## src/rtl/joybus_poll_ctrl.sv

```systemverilog
// joybus_poll_ctrl: periodic / on-demand poll sequencer for a Joybus controller.
// Launches command transmission, waits for the reply, latches good reports and
// tracks consecutive failures to decide whether a controller is present.
`timescale 1ns/1ps
module joybus_poll_ctrl #(
    parameter int         POLL_PERIOD = 400000,
    parameter int         RX_TIMEOUT  = 12000,
    parameter int         MAX_RETRY   = 3,
    parameter logic [7:0] POLL_CMD    = 8'h01
) (
    input  logic        clk,
    input  logic        rst,
    input  logic        poll_en,
    input  logic        poll_now,
    output logic        tx_start,
    output logic [7:0]  tx_cmd,
    input  logic        tx_done,
    output logic        rx_start,
    input  logic        rx_done,
    input  logic [31:0] rx_data,
    output logic [31:0] cntlr_state,
    output logic        state_valid,
    output logic        cntlr_present,
    output logic [7:0]  err_cnt,
    output logic        busy
);

    localparam int PW = (POLL_PERIOD > 1) ? $clog2(POLL_PERIOD) : 1;
    localparam int TW = (RX_TIMEOUT > 1) ? $clog2(RX_TIMEOUT + 1) : 1;
    localparam int RW = (MAX_RETRY > 1) ? $clog2(MAX_RETRY + 1) : 1;

    localparam logic [PW-1:0] PERIOD_LAST  = PW'(POLL_PERIOD - 1);
    localparam logic [TW-1:0] TIMEOUT_LAST = TW'(RX_TIMEOUT - 1);
    localparam logic [RW-1:0] RETRY_MAX    = RW'(MAX_RETRY);

    typedef enum logic [2:0] {
        ST_IDLE, ST_SEND, ST_WAIT_TX, ST_RECV, ST_WAIT_RX, ST_LATCH, ST_FAIL
    } state_t;

    state_t        r_state;
    state_t        w_next;
    logic [PW-1:0] r_period_cnt;
    logic          r_pend;
    logic [TW-1:0] r_tmo_cnt;
    logic [RW-1:0] r_retry;
    logic [31:0]   r_rx_buf;
    logic [31:0]   r_cntlr_state;
    logic          r_state_valid;
    logic          r_present;
    logic [7:0]    r_err_cnt;
    logic [7:0]    r_tx_cmd;

    logic          w_period_wrap;
    logic          w_take;
    logic          w_tmo;
    logic          w_rx_good;
    logic [RW-1:0] w_retry_next;
    logic          w_tx_start;
    logic          w_rx_start;
    logic          w_busy;

    assign w_period_wrap = poll_en && (r_period_cnt == PERIOD_LAST);
    assign w_take        = (r_state == ST_IDLE) && r_pend;
    assign w_tmo         = (r_tmo_cnt == TIMEOUT_LAST);
    assign w_rx_good     = (r_rx_buf != 32'hFFFF_FFFF);
    assign w_retry_next  = (r_retry >= (RETRY_MAX - RW'(1))) ? RETRY_MAX : (r_retry + RW'(1));

    // State register.
    always_ff @(posedge clk) begin
        if (rst) r_state <= ST_IDLE;
        else     r_state <= w_next;
    end

    // Next-state decode and strobe outputs; done pulses only count in their wait state.
    always_comb begin
        w_next     = r_state;
        w_tx_start = 1'b0;
        w_rx_start = 1'b0;
        w_busy     = 1'b1;
        case (r_state)
            ST_IDLE: begin
                w_busy = 1'b0;
                if (r_pend) w_next = ST_SEND;
            end
            ST_SEND: begin
                w_tx_start = 1'b1;
                w_next     = ST_WAIT_TX;
            end
            ST_WAIT_TX: begin
                if (tx_done)    w_next = ST_RECV;
                else if (w_tmo) w_next = ST_FAIL;
            end
            ST_RECV: begin
                w_rx_start = 1'b1;
                w_next     = ST_WAIT_RX;
            end
            ST_WAIT_RX: begin
                if (rx_done)    w_next = ST_LATCH;
                else if (w_tmo) w_next = ST_FAIL;
            end
            ST_LATCH: w_next = w_rx_good ? ST_IDLE : ST_FAIL;
            ST_FAIL:  w_next = ST_IDLE;
            default:  w_next = ST_IDLE;
        endcase
    end

    // Poll period counter; held at zero while periodic polling is disabled.
    always_ff @(posedge clk) begin
        if (rst || !poll_en)    r_period_cnt <= '0;
        else if (w_period_wrap) r_period_cnt <= '0;
        else                    r_period_cnt <= r_period_cnt + PW'(1);
    end

    // Pending-poll flag; a request arriving in the cycle the flag is consumed merges into that poll.
    always_ff @(posedge clk) begin
        if (rst)                            r_pend <= 1'b0;
        else if (w_take)                    r_pend <= 1'b0;
        else if (w_period_wrap || poll_now) r_pend <= 1'b1;
    end

    // Response timeout counter, restarted whenever a tx or rx phase begins.
    always_ff @(posedge clk) begin
        if (rst)
            r_tmo_cnt <= '0;
        else if (r_state == ST_SEND || r_state == ST_RECV)
            r_tmo_cnt <= '0;
        else if (r_state == ST_WAIT_TX || r_state == ST_WAIT_RX)
            r_tmo_cnt <= r_tmo_cnt + TW'(1);
    end

    // Capture the receiver shift register on an accepted rx_done.
    always_ff @(posedge clk) begin
        if (r_state == ST_WAIT_RX && rx_done) r_rx_buf <= rx_data;
    end

    // Report latch, presence tracking and error bookkeeping.
    always_ff @(posedge clk) begin
        if (rst) begin
            r_cntlr_state <= '0;
            r_state_valid <= 1'b0;
            r_present     <= 1'b0;
            r_retry       <= '0;
            r_err_cnt     <= '0;
            r_tx_cmd      <= 8'h00;
        end else begin
            r_state_valid <= 1'b0;
            if (w_take) r_tx_cmd <= POLL_CMD;
            if (r_state == ST_LATCH && w_rx_good) begin
                r_cntlr_state <= r_rx_buf;
                r_state_valid <= 1'b1;
                r_present     <= 1'b1;
                r_retry       <= '0;
            end
            if (r_state == ST_FAIL) begin
                r_err_cnt <= (r_err_cnt == 8'hFF) ? 8'hFF : (r_err_cnt + 8'd1);
                r_retry   <= w_retry_next;
                if (w_retry_next == RETRY_MAX) r_present <= 1'b0;
            end
        end
    end

    assign tx_start      = w_tx_start;
    assign rx_start      = w_rx_start;
    assign busy          = w_busy;
    assign tx_cmd        = r_tx_cmd;
    assign cntlr_state   = r_cntlr_state;
    assign state_valid   = r_state_valid;
    assign cntlr_present = r_present;
    assign err_cnt       = r_err_cnt;

endmodule

```

## config.mk

```make
export PLATFORM = sky130hd
export DESIGN_NAME = joybus_poll_ctrl
export DESIGN_NICKNAME = d
export VERILOG_FILES = /design/src/rtl/joybus_poll_ctrl.sv
export SDC_FILE = /design/constraint.sdc
export NUM_CORES = 1
export LEC_CHECK = 0
export BUFFER_PORTS_ARGS = -buffer_cell sky130_fd_sc_hd__buf_2
export CORE_MARGIN = 3
export CORE_UTILIZATION = 59
export DETAILED_ROUTE_END_ITERATION = 8
export PLACE_DENSITY = 0.84
export SYNTH_ARGS = -nofsm -noshare
export SYNTH_HDL_FRONTEND = slang
export SYNTH_SLANG_ARGS = --single-unit
export TNS_END_PERCENT = 5
```

## constraint.sdc

```tcl
create_clock -name clk -period 3.2 [get_ports clk]
set_input_delay 0.32 -clock clk [delete_from_list [all_inputs] [get_ports clk]]
set_output_delay 0.32 -clock clk [all_outputs]
set_load 0.02 [all_outputs]
```

==> summary.log <==
qor: outcome.run_status finished clean
qor: layout.finalNonFillerCells 700
qor: clock_tree.cts-buffers-inserted 17
qor: sta.final.setup.tns 0 ps
qor: clock_tree.post_cts.resized_instances 0
qor: synth.syn-cell-area 0.00469 mm²
qor: routing.routedLengthMet1 4390 µm
qor: synth.asyncSetResetFlopFracSynth 0
qor: clock_tree.clock_insertion_delay_worst_skew 520 ps
qor: placement.place.detailed.instances 636
qor: synth.yosysSeqAreaShare 0.555
qor: synth.synth.ff_latch_count 114
qor: global_routing.antenna_found_initial 0
qor: setup_path.worst_ep_required_time 3630 ps
qor: placement.placement.cell_area 0.00515 mm²
qor: synth.yosys.area.top_type sky130_fd_sc_hd__dfxtp_1
qor: sta.finalHoldViolCount 0
qor: sta.finalCriticalPeriod 2260 ps
qor: placement.gp_routability_congestion 0.904
qor: global_routing.grt_first_pass_wirelength 18400 µm
qor: sta.setup_viol_count_final 0
qor: synth.dominantRegCellSynth sky130_fd_sc_hd__dfxtp_1
qor: sta.worstMarginPinSlew 848 ps
qor: layout.antennaDiodeCount 0
qor: synth.netlist.area_leader.share 0.350
qor: placement.io_buffer_count 83
qor: power.p_leak 2.26 nW
qor: layout.final_cell_mix sky130_fd_sc_hd__nand2_1, sky130_fd_sc_hd__buf_2, sky130_fd_sc_hd__dfxtp_1, sky130_fd_sc_hd__nor2_1, sky130_fd_sc_hd__mux2i_1
qor: synth.syn_inst 472
qor: synth.syn-mean-instance-area 9.93 µm²
qor: setup_path.critical_path_fanout_max 20
qor: synth.synth_enable_flop_cells 32
qor: sta.grt_setup_unrepaired false
qor: clock_tree.h-tree-depth 4
qor: floorplan.boundaryPins 91
qor: sta.max_freq 0.443 GHz
qor: layout.final_layout_size_suffix_gt1_frac 0.205
qor: clock_tree.worst_case_clock_buffer_depth 2
qor: clock_tree.cts.clk_slew.worst_paths 60 ps
qor: routing.drt_wl_total 11500 µm
qor: clock_tree.cts.hold.buffers_added 32
qor: floorplan.die_h 95.1 µm
qor: setup_path.worstSetupStartpointType flop
qor: routing.ant_nets 0
qor: sta.timing.clock.skew 18.0 ps
qor: layout.leading_cell_type_in_the_layout_fill_and_taps_excluded sky130_fd_sc_hd__nand2_1
qor: routing.wl_met2 6050 µm
qor: routing.detailedRoute.firstIterationViolations 241
qor: routing.drc 0
qor: routing.post_drt_wl_per_cell 16.5 µm
qor: floorplan.die_area 0.00905 mm²
qor: routing.wl_met3 659 µm
qor: hold_path.worst_hold_path_type input pin to flop
qor: floorplan.dieWidth 95.1 µm
qor: floorplan.initial_core_util 0.626
qor: synth.post_synth_main_area_contributors sky130_fd_sc_hd__dfxtp_1, sky130_fd_sc_hd__edfxtp_1, sky130_fd_sc_hd__mux2i_1, sky130_fd_sc_hd__nand2_1, sky130_fd_sc_hd__nor2_1
qor: job.max-cap-violations 0
qor: floorplan.std_cell_rows 31
qor: synth.number_of_distinct_library_cells_after_synthesis 47
qor: power.vdd.ir_drop.worst 0.000471 V
qor: synth.yosysWarningCount 0
qor: setup_path.cp.arrival 2690 ps
qor: clock_tree.clock-sinks 114
qor: routing.num_vias 3910
qor: global_routing.globalRouteTotalUtil 0.269
qor: global_routing.first_global_vias 3792
qor: setup_path.worst-setup-path-type flop to flop
qor: floorplan.design.core.area 0.00749 mm²
qor: placement.dp.final_hpwl 6640 µm
qor: global_routing.grt_max_degree 67
qor: setup_path.worstSetupEndpointType flop
qor: clock_tree.clockRootBuffer sky130_fd_sc_hd__clkbuf_8
qor: layout.final_instance_area 0.00602 mm²
qor: routing.drt-pass1-iter-count 5
qor: clock_tree.clock_tree_from_tritoncts yes
qor: sta.period_share 0.706
qor: sta.max-slew-margin-rel 0.430
qor: routing.topRoutingLayerUsed met4
qor: sta.final_max_slew_viol_count 0
qor: routing.vias_per_std_cell 5.59
qor: layout.nets 629
qor: global_routing.globalRouteOverflowTotal 0
qor: layout.area_delta_synth_final 28.4%
qor: clock_tree.post_cts_buffers 0
qor: power.power_per_cell_area 610 mW/mm²
-- worst max-delay path, stage by stage, from the launching register on --
cell                      delay, ps
sky130_fd_sc_hd__dfxtp_1        610
sky130_fd_sc_hd__nand3_1        220
sky130_fd_sc_hd__a21oi_4        640
sky130_fd_sc_hd__buf_4          430
sky130_fd_sc_hd__mux2i_1        270
-- final timing paths --
path / startpoint / to / slack, ps / depth (start not counted)
max: r_state[0] / cntlr_state[1] / 940 / 4
min: poll_now / r_pend / 60 / 2
max reg2reg: r_state[0] / cntlr_state[1] / 940 / 4
min reg2reg: cntlr_state[28] / cntlr_state[28] / 450 / 2
-- metrics by stage --
stage | hold slack (ps) | setup slack [ps] | total power, mW | util
2_1_floorplan | 419 | 1260 | 1.84 | -
3_3_place_gp | 440 | 1040 | 1.91 | 0.688
3_5_place_dp | 444 | 969 | 1.92 | 0.688
4_1_cts | 39.8 | 966 | 3.65 | 0.804
5_1_grt | 46.5 | 741 | 3.81 | 0.804
6_report | 56.9 | 941 | 3.67 | 0.804
-- cells by family after synthesis --
family | share of synthesized area
and+or+nand+nor | 0.218
muxes | 0.0748
xor gates and xnor gates | 0.0411
adders and majority gates | 0.00801
AOI/OAI and AO/OA | 0.0617
other | 0.000800
DFF | 0.555
buffers and inverters | 0.0406
-- power breakdown --
part           leakage, nW  switching [mW]  internal [mW]  total [mW]
Clock                0.257           0.706           1.03        1.74
Sequential           0.949          0.0634           1.52        1.58
Combinational         1.06           0.214          0.138       0.352
Total                 2.26           0.983           2.69        3.67
-- layer usage --
| metal | GRT usage | up-vias |
|---|---|---|
| met4 | 0.142 | 0 |
| met5 | 0 | - |
| met1 | 0.307 | 1851 |
| li1 | - | 1896 |
| met2 | 0.460 | 130 |
| met3 | 0.0726 | 33 |
-- final cells by class --
cell class	instances	area [µm²]
sequential	114	2600
timing repair buffer	119	766
fill	459	1470
tap	99	124
inverter	13	48.8
clock buffer	17	414
multi-input combinational	323	1930
clock inverter	15	135
-- cells in the mapped netlist (all sizes together) (8+ instances only) --
master	count
a21oi	20
buf	14
clkbuf	14
dfxtp	82
edfxtp	32
inv	12
mux2i	35
nand2	84
nand3	17
nand4	16
nor2	36
nor3	9
nor4	9
o21ai	8
or4	9
xnor2	12
xor2	10
-- state kept, by name, indices dropped and copies added (netlist names) --
name           count
r_retry            2
r_state            3
r_rx_buf          32
r_pend             1
r_period_cnt      19
r_tmo_cnt         14
cntlr_state       32
cntlr_present      1
err_cnt            8
state_valid        1
tx_cmd             1
Note: power is estimated with default switching activity, not from simulation.
